<file path="src/rtl/div_pkg.sv">
// Shared opcodes and state encodings for the shared divider controller
// and the multi-cycle divider it owns.
package div_pkg;

    localparam logic [5:0] OP_DIVQ = 6'b010101;
    localparam logic [5:0] OP_DIVR = 6'b010110;

    typedef enum logic [1:0] {
        IDLE  = 2'd0,
        ISSUE = 2'd1,
        WAIT  = 2'd2,
        RESP  = 2'd3
    } ctrl_state_e;

    typedef enum logic [1:0] {
        DV_IDLE = 2'd0,
        DV_INIT = 2'd1,
        DV_RUN  = 2'd2,
        DV_FIX  = 2'd3
    } dv_state_e;

    function automatic logic is_div_op(input logic [5:0] op);
        return (op == OP_DIVQ) || (op == OP_DIVR);
    endfunction

endpackage

</file>
<file path="src/rtl/divide16.sv">
// Signed restoring divider, one quotient bit per cycle.
// done is sticky and only drops in the INIT cycle of the next divide.
module divide16
    import div_pkg::*;
#(
    parameter int WIDTH = 16
) (
    input  logic             clk,
    input  logic             rst,
    input  logic             start,
    input  logic [WIDTH-1:0] dividend,
    input  logic [WIDTH-1:0] divisor,
    output logic [WIDTH-1:0] quotient,
    output logic [WIDTH-1:0] remainder,
    output logic             done
);

    localparam int CW = $clog2(WIDTH);

    dv_state_e        st_q, st_d;
    logic [WIDTH-1:0] quo_q, quo_d;
    logic [WIDTH-1:0] rem_q, rem_d;
    logic [WIDTH-1:0] dvs_q, dvs_d;
    logic [CW-1:0]    cnt_q, cnt_d;
    logic             qneg_q, qneg_d;
    logic             rneg_q, rneg_d;
    logic             done_q, done_d;
    logic [WIDTH:0]   trial;
    logic [WIDTH:0]   diff;

    always_comb begin
        st_d   = st_q;
        quo_d  = quo_q;
        rem_d  = rem_q;
        dvs_d  = dvs_q;
        cnt_d  = cnt_q;
        qneg_d = qneg_q;
        rneg_d = rneg_q;
        done_d = done_q;
        trial  = {rem_q, quo_q[WIDTH-1]};
        diff   = trial - {1'b0, dvs_q};
        unique case (st_q)
            DV_IDLE: begin
                if (start) st_d = DV_INIT;
            end
            DV_INIT: begin
                done_d = 1'b0;
                quo_d  = dividend[WIDTH-1] ? -dividend : dividend;
                dvs_d  = divisor[WIDTH-1] ? -divisor : divisor;
                rem_d  = '0;
                qneg_d = dividend[WIDTH-1] ^ divisor[WIDTH-1];
                rneg_d = dividend[WIDTH-1];
                cnt_d  = '0;
                st_d   = DV_RUN;
            end
            DV_RUN: begin
                // borrow out of the trial subtract means "does not fit"
                if (!diff[WIDTH]) begin
                    rem_d = diff[WIDTH-1:0];
                    quo_d = {quo_q[WIDTH-2:0], 1'b1};
                end else begin
                    rem_d = trial[WIDTH-1:0];
                    quo_d = {quo_q[WIDTH-2:0], 1'b0};
                end
                cnt_d = cnt_q + 1'b1;
                if (cnt_q == CW'(WIDTH - 1)) st_d = DV_FIX;
            end
            DV_FIX: begin
                quo_d  = qneg_q ? -quo_q : quo_q;
                rem_d  = rneg_q ? -rem_q : rem_q;
                done_d = 1'b1;
                st_d   = DV_IDLE;
            end
            default: st_d = DV_IDLE;
        endcase
    end

    always_ff @(posedge clk) begin
        if (rst) begin
            st_q   <= DV_IDLE;
            quo_q  <= '0;
            rem_q  <= '0;
            dvs_q  <= '0;
            cnt_q  <= '0;
            qneg_q <= 1'b0;
            rneg_q <= 1'b0;
            done_q <= 1'b0;
        end else begin
            st_q   <= st_d;
            quo_q  <= quo_d;
            rem_q  <= rem_d;
            dvs_q  <= dvs_d;
            cnt_q  <= cnt_d;
            qneg_q <= qneg_d;
            rneg_q <= rneg_d;
            done_q <= done_d;
        end
    end

    assign quotient  = quo_q;
    assign remainder = rem_q;
    assign done      = done_q;

endmodule

</file>
<file path="src/rtl/div_share_ctrl.sv">
// Round-robin front end sharing one divide16 between N_REQ requesters,
// with illegal-op screening and a watchdog on each divide.
module div_share_ctrl
    import div_pkg::*;
#(
    parameter int N_REQ   = 4,
    parameter int WIDTH   = 16,
    parameter int TIMEOUT = 64
) (
    input  logic                   clk,
    input  logic                   rst,
    input  logic [N_REQ-1:0]       req,
    input  logic [6*N_REQ-1:0]     req_op,
    input  logic [WIDTH*N_REQ-1:0] req_a,
    input  logic [WIDTH*N_REQ-1:0] req_b,
    output logic [N_REQ-1:0]       gnt,
    output logic [N_REQ-1:0]       rsp_valid,
    output logic [WIDTH-1:0]       rsp_data,
    output logic                   rsp_err,
    input  logic [N_REQ-1:0]       rsp_ack,
    output logic                   busy
);

    localparam int IDW = (N_REQ > 1) ? $clog2(N_REQ) : 1;
    localparam int WDW = $clog2(TIMEOUT) + 1;

    ctrl_state_e      state_q, state_d;
    logic [IDW-1:0]   rr_ptr_q, rr_ptr_d;
    logic [IDW-1:0]   id_q, id_d;
    logic [5:0]       op_q, op_d;
    logic [WIDTH-1:0] a_q, a_d;
    logic [WIDTH-1:0] b_q, b_d;
    logic [1:0]       guard_q, guard_d;
    logic [WDW-1:0]   wd_cnt_q, wd_cnt_d;
    logic             div_start_q, div_start_d;
    logic             wd_rst_q, wd_rst_d;
    logic [N_REQ-1:0] rsp_valid_q, rsp_valid_d;
    logic [WIDTH-1:0] rsp_data_q, rsp_data_d;
    logic             rsp_err_q, rsp_err_d;
    logic             busy_q, busy_d;

    logic [IDW:0]     pick;
    logic [IDW-1:0]   pick_id;
    logic [5:0]       pick_op;
    logic [WIDTH-1:0] pick_a;
    logic [WIDTH-1:0] pick_b;
    logic [WIDTH-1:0] div_quo;
    logic [WIDTH-1:0] div_rem;
    logic             div_done;
    logic             div_rst;

    // Returns {found, index}: first requester at or above p, wrapping.
    function automatic logic [IDW:0] rr_pick(
        input logic [N_REQ-1:0] r,
        input logic [IDW-1:0]   p
    );
        logic [IDW:0] res;
        int           j;
        res = '0;
        for (int k = N_REQ - 1; k >= 0; k--) begin
            j = int'(p) + k;
            if (j >= N_REQ) j = j - N_REQ;
            if (r[j]) res = {1'b1, IDW'(j)};
        end
        return res;
    endfunction

    function automatic logic [N_REQ-1:0] onehot(input logic [IDW-1:0] i);
        logic [N_REQ-1:0] v;
        v    = '0;
        v[i] = 1'b1;
        return v;
    endfunction

    always_comb begin
        pick    = rr_pick(req, rr_ptr_q);
        pick_id = pick[IDW-1:0];
        pick_op = req_op[int'(pick_id)*6 +: 6];
        pick_a  = req_a[int'(pick_id)*WIDTH +: WIDTH];
        pick_b  = req_b[int'(pick_id)*WIDTH +: WIDTH];
    end

    always_comb begin
        state_d     = state_q;
        rr_ptr_d    = rr_ptr_q;
        id_d        = id_q;
        op_d        = op_q;
        a_d         = a_q;
        b_d         = b_q;
        guard_d     = guard_q;
        wd_cnt_d    = wd_cnt_q;
        div_start_d = 1'b0;
        wd_rst_d    = 1'b0;
        rsp_valid_d = rsp_valid_q;
        rsp_data_d  = rsp_data_q;
        rsp_err_d   = rsp_err_q;
        gnt         = '0;
        unique case (state_q)
            IDLE: begin
                if (pick[IDW] && !rst) begin
                    gnt  = onehot(pick_id);
                    id_d = pick_id;
                    op_d = pick_op;
                    a_d  = pick_a;
                    b_d  = pick_b;
                    if (!is_div_op(pick_op) || (pick_b == '0)) begin
                        rsp_err_d   = 1'b1;
                        rsp_data_d  = '0;
                        rsp_valid_d = onehot(pick_id);
                        state_d     = RESP;
                    end else begin
                        div_start_d = 1'b1;
                        state_d     = ISSUE;
                    end
                end
            end
            ISSUE: begin
                guard_d  = 2'd2;
                wd_cnt_d = '0;
                state_d  = WAIT;
            end
            WAIT: begin
                if (guard_q != 2'd0) guard_d = guard_q - 2'd1;
                wd_cnt_d = wd_cnt_q + 1'b1;
                // done from the previous divide is stale until guard drains
                if ((guard_q == 2'd0) && div_done) begin
                    rsp_data_d  = (op_q == OP_DIVQ) ? div_quo : div_rem;
                    rsp_err_d   = 1'b0;
                    rsp_valid_d = onehot(id_q);
                    state_d     = RESP;
                end else if (wd_cnt_q == WDW'(TIMEOUT - 1)) begin
                    wd_rst_d    = 1'b1;
                    rsp_data_d  = '0;
                    rsp_err_d   = 1'b1;
                    rsp_valid_d = onehot(id_q);
                    state_d     = RESP;
                end
            end
            RESP: begin
                if (rsp_ack[id_q]) begin
                    rsp_valid_d = '0;
                    rr_ptr_d    = (int'(id_q) == N_REQ - 1) ? '0 : id_q + 1'b1;
                    state_d     = IDLE;
                end
            end
            default: state_d = IDLE;
        endcase
        busy_d = (state_d != IDLE);
    end

    always_ff @(posedge clk) begin
        if (rst) begin
            state_q     <= IDLE;
            rr_ptr_q    <= '0;
            id_q        <= '0;
            op_q        <= '0;
            a_q         <= '0;
            b_q         <= '0;
            guard_q     <= '0;
            wd_cnt_q    <= '0;
            div_start_q <= 1'b0;
            wd_rst_q    <= 1'b0;
            rsp_valid_q <= '0;
            rsp_data_q  <= '0;
            rsp_err_q   <= 1'b0;
            busy_q      <= 1'b0;
        end else begin
            state_q     <= state_d;
            rr_ptr_q    <= rr_ptr_d;
            id_q        <= id_d;
            op_q        <= op_d;
            a_q         <= a_d;
            b_q         <= b_d;
            guard_q     <= guard_d;
            wd_cnt_q    <= wd_cnt_d;
            div_start_q <= div_start_d;
            wd_rst_q    <= wd_rst_d;
            rsp_valid_q <= rsp_valid_d;
            rsp_data_q  <= rsp_data_d;
            rsp_err_q   <= rsp_err_d;
            busy_q      <= busy_d;
        end
    end

    assign div_rst = rst | wd_rst_q;

    divide16 #(
        .WIDTH(WIDTH)
    ) u_div (
        .clk      (clk),
        .rst      (div_rst),
        .start    (div_start_q),
        .dividend (a_q),
        .divisor  (b_q),
        .quotient (div_quo),
        .remainder(div_rem),
        .done     (div_done)
    );

    assign rsp_valid = rsp_valid_q;
    assign rsp_data  = rsp_data_q;
    assign rsp_err   = rsp_err_q;
    assign busy      = busy_q;

endmodule
</file>
<file path="config.mk">
export PLATFORM = sky130hd
export DESIGN_NAME = div_share_ctrl
export DESIGN_NICKNAME = d
export VERILOG_FILES = /design/src/rtl/div_pkg.sv /design/src/rtl/divide16.sv /design/src/rtl/div_share_ctrl.sv
export SDC_FILE = /design/constraint.sdc
export NUM_CORES = 1
export LEC_CHECK = 0
export BUFFER_PORTS_ARGS = -buffer_cell sky130_fd_sc_hd__buf_2
export CORE_MARGIN = 3
export CORE_UTILIZATION = 50
export DETAILED_ROUTE_END_ITERATION = 7
export GPL_TIMING_DRIVEN = 1
export PLACE_DENSITY = 0.72
export REMOVE_ABC_BUFFERS = 1
export SLEW_MARGIN = 20
export SYNTH_ARGS = -nofsm -noshare
export SYNTH_HDL_FRONTEND = slang
export SYNTH_SLANG_ARGS = --single-unit
</file>
<file path="constraint.sdc">
create_clock -name clk -period 4.9 [get_ports clk]
set_input_delay 0.245 -clock clk [delete_from_list [all_inputs] [get_ports clk]]
set_output_delay 0.245 -clock clk [all_outputs]
set_load 0.02 [all_outputs]
</file>
==> Implementation_results.wiki, run 1 <==
{| class="wikitable"
! Metric !! Value
|-
| Run status || finished, final reports clean
|-
| Proportion of synthesized flip-flops having asynchronous set or reset || 0%
|-
| Max Root-Sink Buffers || 2
|-
| Remaining number of nets flagged by the antenna check after routing || 0
|-
| Worst hold slack || 0.1865 ns
|-
| Die area || roughly 20000 sq um
|-
| Normalized max-slew margin || 33.29%
|-
| Setup TNS Final || 0 ns
|-
| RD Place Congestion || 0.8514
|-
| Critical path endpoint category || flop
|-
| Number of hold-repair buffers added at the cts stage || 0
|-
| Total CTS buffers || 17
|-
| Worst-path cell with the longest stage delay || sky130_fd_sc_hd__a2111oi_0
|-
| List of cells traversed by the critical path || inv_1 > ha_1 > inv_1 > fa_1 > a21o_1 > a21oi_1 > o21ai_0 > a2111o_1 > a2111oi_0 > nor3_1 > and4b_1 > mux2_2 > a221oi_1 > a211oi_1
|-
| Unrepaired setup endpoints after global routing || no
|-
| Wire length of the first global-routing pass || 39160 um
|-
| Total gr overflow || 0
|-
| GRT Util Overall || 23.65%
|-
| Final clock skew || 0.005882 ns
|-
| Area of placed instances || 10100 sq um
|-
| Top area cells in the synthesized netlist || sky130_fd_sc_hd__dfxtp_1 (29%), sky130_fd_sc_hd__mux2i_1 (6.7%), sky130_fd_sc_hd__nand2_1 (5.9%)
|-
| Most repeated library cell on the critical path || sky130_fd_sc_hd__inv_1
|-
| Kind of path behind the tightest hold check || in2reg
|-
| Post-CTS Setup Bufs || 0
|-
| Number of placed I/O pins || between 150 and 200
|-
| Minimum period implied by the final worst setup slack || 3.938 ns
|-
| Final non-filler cell area || 10660 sq um
|-
| Register bit total from synthesis || 134
|-
| Final Net Count || 1524
|-
| Diode count || 0
|-
| CP peak stage delay || a little over 0.6 ns
|-
| Layout cells sized above 1 || 21.06%
|-
| Clock tree root buffer cell || sky130_fd_sc_hd__clkbuf_16
|-
| VDD IR-drop max || approximately 490 uV
|-
| Estimated wirelength of the detail-placed design || between 15000 and 20000 um
|-
| Post-route setup slack || 0.9620 ns
|-
| Max Slew Vio Count || 0
|-
| Post-route core utilization || 60.60%
|-
| Horiz. Die Dim || around 140 um
|-
| Commonest non-fill, non-tap cell in the layout || sky130_fd_sc_hd__buf_2
|-
| Arr. time, crit path || 4.20 ns
|-
| CTS-repair resized insts || 0
|-
| Count of buffers from port buffering || 187
|-
| Detailed-route vias per instance || 5.630
|-
| Number of rows in the core area || 48
|-
| Reported max-cap violation count || 0
|-
| Cell taking the most area after synthesis || sky130_fd_sc_hd__dfxtp_1
|-
| Worst setup timing slack at the placement stage || 0.9932 ns
|-
| Unique cell type count in the Yosys netlist || 67
|-
| Clock latency on the worst-skew pair || 0.42 ns
|-
| Clock sink count || approximately 130
|-
| Initial core utilization || 51.95%
|-
| Clock Pin Slew Worst Setup and Hold Paths || roughly 0.060 ns
|-
| Area growth, synth to finish || 16.66%
|-
| Number of enable flip-flop cells after synthesis || 0
|-
| Mean Syn Cell Area || 7.682 sq um
|-
| Primary FF master, synth || sky130_fd_sc_hd__dfxtp_1
|-
| CORE AREA || 17600 sq um
|-
| Maximum clock rate || 0.2539 GHz
|-
| Critical path fanouts, max || 3
|-
| Maximum number of pins on one net before global-route repair || 57
|-
| Leakage Power || between 4 and 5 nW
|-
| Overall die height || about 140 um
|-
| Power density over cell area || about 480 nW/um^2
|-
| DRC || 0
|-
| Critical path buffer and inverter count || 2
|-
| DR WL/cell || roughly 15 um
|-
| Routed wire length || around 24000 um
|-
| Area fraction of the dominant cell type after synthesis || 29.35%
|-
| Detailed Route Iter0 Violations || slightly below 700
|-
| Setup Crit Path Kind || reg2reg
|-
| Slew at the pin closest to its max-slew limit || 1.001 ns
|-
| Required time reported for the critical path endpoint || 5.17 ns
|-
| Count of TritonRoute iterations in the first routing pass || 5
|-
| Antenna violations before repair || 0
|-
| Sequential area share after synthesis || 29.35%
|-
| Cell area after synthesis || a little over 9000 sq um
|-
| Number of vias after detailed routing || 8806
|-
| Vias in the first global route || 7983
|-
| H-Tree Depth || 4
|-
| Startpoint kind of the worst setup timing path || flop
|-
| Portion of the clock cycle consumed by the worst path in the final layout || between 80% and 90%
|-
| Count of synthesis-stage warnings from yosys || 0
|-
| Mapped Cells || 1190
|-
| CTS tree || yes
|-
| CP delay by family, top || compound AO/OA/AOI/OAI gates
|-
| Highest-count cells in the layout ignoring fill and taps || sky130_fd_sc_hd__buf_2 (187), sky130_fd_sc_hd__nand2_1 (142), sky130_fd_sc_hd__dfxtp_1 (134), sky130_fd_sc_hd__nor2_1 (104), sky130_fd_sc_hd__o21ai_0 (99)
|-
| Count of final setup violators || 0
|-
| Count of endpoints failing hold in the final timing report || 0
|}
-- state kept, by name, summed over array words and instances, names as in the netlist, 2 cells and up --
signal,count
a_q,16
b_q,16
guard_q,2
id_q,2
op_q,6
rr_ptr_q,2
rsp_data,16
rsp_valid,4
state_q,2
u_div.cnt_q,4
u_div.dvs_q,16
u_div.quotient,16
u_div.remainder,16
u_div.st_q,2
wd_cnt_q,7
-- tightest hold or removal path, cell delays in order --
cell and delay, ns:
sky130_fd_sc_hd__buf_2 0.08, sky130_fd_sc_hd__nand2_1 0.04, sky130_fd_sc_hd__nand2_1 0.04, sky130_fd_sc_hd__o21ai_0 0.05, sky130_fd_sc_hd__o21ai_0 0.12
-- per-layer routing --
layer  vias to the layer above  part of all wire [%]  routed length [um]  GRT usage [%]
li1                       4510                     -                   -              -
met1                      4003                    48               11520          33.46
met2                       271                    45               10890          37.47
met3                        22                   5.9                1414          4.138
met4                         0                   1.1                 269          5.915
met5                         -                     0                   0              0
-- synth_stat cells, drive strengths merged (4+ instances only) --
library cell	n
a211oi	20
a21o	17
a21oi	77
a221oi	6
a222oi	4
a22oi	8
a31oi	5
buf	22
clkbuf	59
dfxtp	134
ha	35
inv	50
mux2	39
mux2i	61
nand2	143
nand2b	12
nand3	71
nand3b	8
nand4	7
nor2	104
nor2b	23
nor3	34
nor4	8
o21a	4
o21ai	99
o22ai	16
o31ai	9
o41ai	5
or2	5
or3	11
or4	7
xnor2	20
xor2	28
-- logic make-up after synthesis --
kind of cell	Yosys count	share of synthesized area, %
AOI/OAI and AO/OA	298	20.11
xor gates and xnor gates	48	4.599
adders and majority gates	36	5.010
buffers and inverters	131	6.159
DFF	134	29.35
muxes	101	12.10
and+or+nand+nor	442	22.68
-- final timing paths --
kind | startpoint | to | slack (ns) | cells after the start
setup / recovery | u_div.quotient[15] | u_div.remainder[1] | 0.96 | 14
hold / removal | req_a[22] | a_q[6] | 0.19 | 5
setup reg to reg | u_div.quotient[15] | u_div.remainder[1] | 0.96 | 14
hold reg to reg | op_q[2] | op_q[2] | 0.46 | 2
-- metrics by stage --
step	total power, mW	instances
3_3_place_gp	3.824	1532
4_1_cts	5.104	1564
5_1_grt	5.499	1564
2_1_floorplan	3.269	1109
6_report	5.116	1564
3_5_place_dp	3.859	1532
-- area by class of cell --
cell class	instances	area, sq um
fillers	1606	6933
repair buffers	198	1031
well taps	225	281.5
inverters	50	187.7
clock inverters	12	130.1
clock buffers	20	436.7
flip-flops and latches	134	2683
multi-input cells	925	5914
-- power breakdown --
part	switching, mW	internal, mW
combinational	1.38	0.993
sequential	0.226	1.28
clock	0.491	0.747
total	2.10	3.02
No activity file was read; power rests on OpenSTA's default activity.
==> run 2: changes to the inputs <==
==> constraint.sdc (replaced) <==
create_clock -name clk -period 3.9 [get_ports clk]
set_input_delay 0.195 -clock clk [delete_from_list [all_inputs] [get_ports clk]]
set_output_delay 0.195 -clock clk [all_outputs]
set_load 0.02 [all_outputs]
==> Implementation_results.wiki, run 2 (same netlist as run 1, synthesis figures left out) <==
{| class="wikitable"
! Metric !! Value
|-
| Startpoint kind of the worst setup timing path || flop
|-
| Worst-path cell with the longest stage delay || sky130_fd_sc_hd__fa_1
|-
| Count of TritonRoute iterations in the first routing pass || 7
|-
| Critical path fanouts, max || 4
|-
| Slew at the pin closest to its max-slew limit || 0.9533 ns
|-
| Initial core utilization || between 50% and 60%
|-
| Routed wire length || 24470 um
|-
| CORE AREA || 17600 sq um
|-
| Number of non-filler instances in the completed layout || ~1.6k
|-
| GRT Util Overall || 24.59%
|-
| List of cells traversed by the critical path || inv_1 > ha_1 > inv_1 > fa_1 > a21o_1 > a21oi_2 > o21ai_0 > a2111o_1 > a2111oi_1 > buf_4 > nor3_1 > and4b_2 > mux2_2 > a221oi_1 > a211oi_1
|-
| Critical path buffer and inverter count || 3
|-
| DR WL/cell || 15.52 um
|-
| Kind of path behind the tightest hold check || in2reg
|-
| Area occupied by multi-input gates || 5924 sq um
|-
| Clock latency on the worst-skew pair || between 0.4 and 0.5 ns
|-
| Number of placed I/O pins || around 190
|-
| Total CTS buffers || 17
|-
| Estimated wirelength of the detail-placed design || 18200 um
|-
| Minimum period implied by the final worst setup slack || 3.679 ns
|-
| Final Net Count || 1538
|-
| Final non-filler cell area || about 11000 sq um
|-
| Layout cells sized above 1 || 22.12%
|-
| Max Slew Vio Count || 0
|-
| Unrepaired setup endpoints after global routing || no
|-
| Depth of the most critical reg-to-reg path || 15
|-
| Commonest non-fill, non-tap cell in the layout || sky130_fd_sc_hd__buf_2
|-
| # placed instances || 1546
|-
| Arr. time, crit path || 3.96 ns
|-
| Area of placed instances || 10200 sq um
|-
| Number of rows in the core area || 48
|-
| Die area || 19940 sq um
|-
| Clock tree root buffer cell || sky130_fd_sc_hd__clkbuf_16
|-
| Detailed Route Iter0 Violations || slightly below 700
|-
| Power density over cell area || 634.8 nW/um^2
|-
| Normalized max-slew margin || 36.45%
|-
| CP peak stage delay || approximately 0.4 ns
|-
| VDD IR-drop max || 354.1 uV
|-
| Reported max-cap violation count || 0
|-
| Count of final setup violators || 0
|-
| Horiz. Die Dim || between 100 and 150 um
|-
| Portion of the clock cycle consumed by the worst path in the final layout || 94.34%
|-
| Setup crit start || u_div.quotient[15]
|-
| Startpoint of the worst-slack reg-to-reg timing path || u_div.quotient[15]
|-
| Most repeated library cell on the critical path || sky130_fd_sc_hd__inv_1
|-
| Detailed-route vias per instance || 5.710
|-
| Diode count || 0
|-
| Clock sink count || 134
|-
| Worst Hold Path Cells || 5
|-
| Final clock skew || 0.006298 ns
|-
| RD Place Congestion || 0.8677
|-
| Antenna violations before repair || 0
|-
| Number of hold-repair buffers added at the cts stage || 0
|-
| Count of buffers from port buffering || 187
|-
| Count of endpoints failing hold in the final timing report || 0
|-
| CP delay by family, top || compound AO/OA/AOI/OAI gates
|-
| Vias in the first global route || 8275
|-
| Number of vias after detailed routing || 9004
|-
| Layout fillers || 1602
|-
| H-Tree Depth || 4
|-
| Max Root-Sink Buffers || 2
|-
| Highest-count cells in the layout ignoring fill and taps || sky130_fd_sc_hd__buf_2 (187), sky130_fd_sc_hd__nand2_1 (142), sky130_fd_sc_hd__dfxtp_1 (134), sky130_fd_sc_hd__nor2_1 (104), sky130_fd_sc_hd__o21ai_0 (99)
|-
| Remaining number of nets flagged by the antenna check after routing || 0
|-
| Worst setup timing slack at the placement stage || 0.1665 ns
|-
| Post-route setup slack || 0.2206 ns
|-
| Worst hold slack || 0.1423 ns
|-
| DRC || 0
|-
| Critical path endpoint category || flop
|-
| Number of stages on the worst setup path || 15
|-
| Area growth, synth to finish || 19.49%
|-
| Leakage Power || about 4.8 nW
|-
| FF/Latch Area || around 2700 sq um
|-
| Overall die height || between 100 and 150 um
|-
| Maximum clock rate || around 0.27 GHz
|-
| Worst Hold Launch || req_a[28]
|-
| Total gr overflow || 0
|-
| Post-CTS Setup Bufs || 0
|-
| Run status || finished, final reports clean
|-
| Setup Crit Path Kind || reg2reg
|-
| Maximum number of pins on one net before global-route repair || 55
|-
| CTS-repair resized insts || 0
|-
| Clock Pin Slew Worst Setup and Hold Paths || 0.06 ns
|-
| Setup TNS Final || 0 ns
|-
| Required time reported for the critical path endpoint || 4.18 ns
|-
| Wire length of the first global-routing pass || 40650 um
|-
| CTS tree || yes
|}
-- run 2: final timing paths --
check / to / slack (ns)
setup / recovery: u_div.remainder[1] / 0.22
hold / removal: a_q[12] / 0.14
setup reg to reg: u_div.remainder[1] / 0.22
hold reg to reg: op_q[2] / 0.47
-- run 2: metal layers --
layer  routed length (um)  GRT usage, %
met5                    0             0
met2                11030         38.50
met4                  386         6.527
met1                11570         35.08
met3                 1483         4.206
-- run 2: layout make-up --
type                            instances  area share (%)
Multi-Input combinational cell        925           54.24
Inverter                               50           1.718
Clock inverter                         11           2.234
Tap cell                              225           2.577
Sequential cell                       134           24.56
Timing Repair Buffer                  212           10.40
Clock buffer                           20           4.273
-- run 2: worst register-to-register path: stages (launching register included) --
cell and delay (ns):
sky130_fd_sc_hd__dfxtp_1 0.32, sky130_fd_sc_hd__inv_1 0.10, sky130_fd_sc_hd__ha_1 0.17, sky130_fd_sc_hd__inv_1 0.05, sky130_fd_sc_hd__fa_1 0.40, sky130_fd_sc_hd__a21o_1 0.19, sky130_fd_sc_hd__a21oi_2 0.20, sky130_fd_sc_hd__o21ai_0 0.15
sky130_fd_sc_hd__a2111o_1 0.32, sky130_fd_sc_hd__a2111oi_1 0.37, sky130_fd_sc_hd__buf_4 0.19, sky130_fd_sc_hd__nor3_1 0.05, sky130_fd_sc_hd__and4b_2 0.36, sky130_fd_sc_hd__mux2_2 0.35, sky130_fd_sc_hd__a221oi_1 0.24, sky130_fd_sc_hd__a211oi_1 0.08
-- run 2: through the flow --
step / power, mW / utilization [%]
6_report: 6.934 / 62.07
3_5_place_dp: 4.940 / 57.96
3_3_place_gp: 4.885 / 57.96
5_1_grt: 7.453 / 62.07
4_1_cts: 6.899 / 62.00
2_1_floorplan: 4.107 / -
-- run 2: power breakdown --
part           total (mW)  leakage (nW)  switching [mW]  internal (mW)
Combinational        3.11          3.32            1.78           1.33
Sequential           1.89          1.09           0.284           1.61
Clock                1.93         0.343           0.614           1.31
Total                6.93          4.75            2.68           4.26
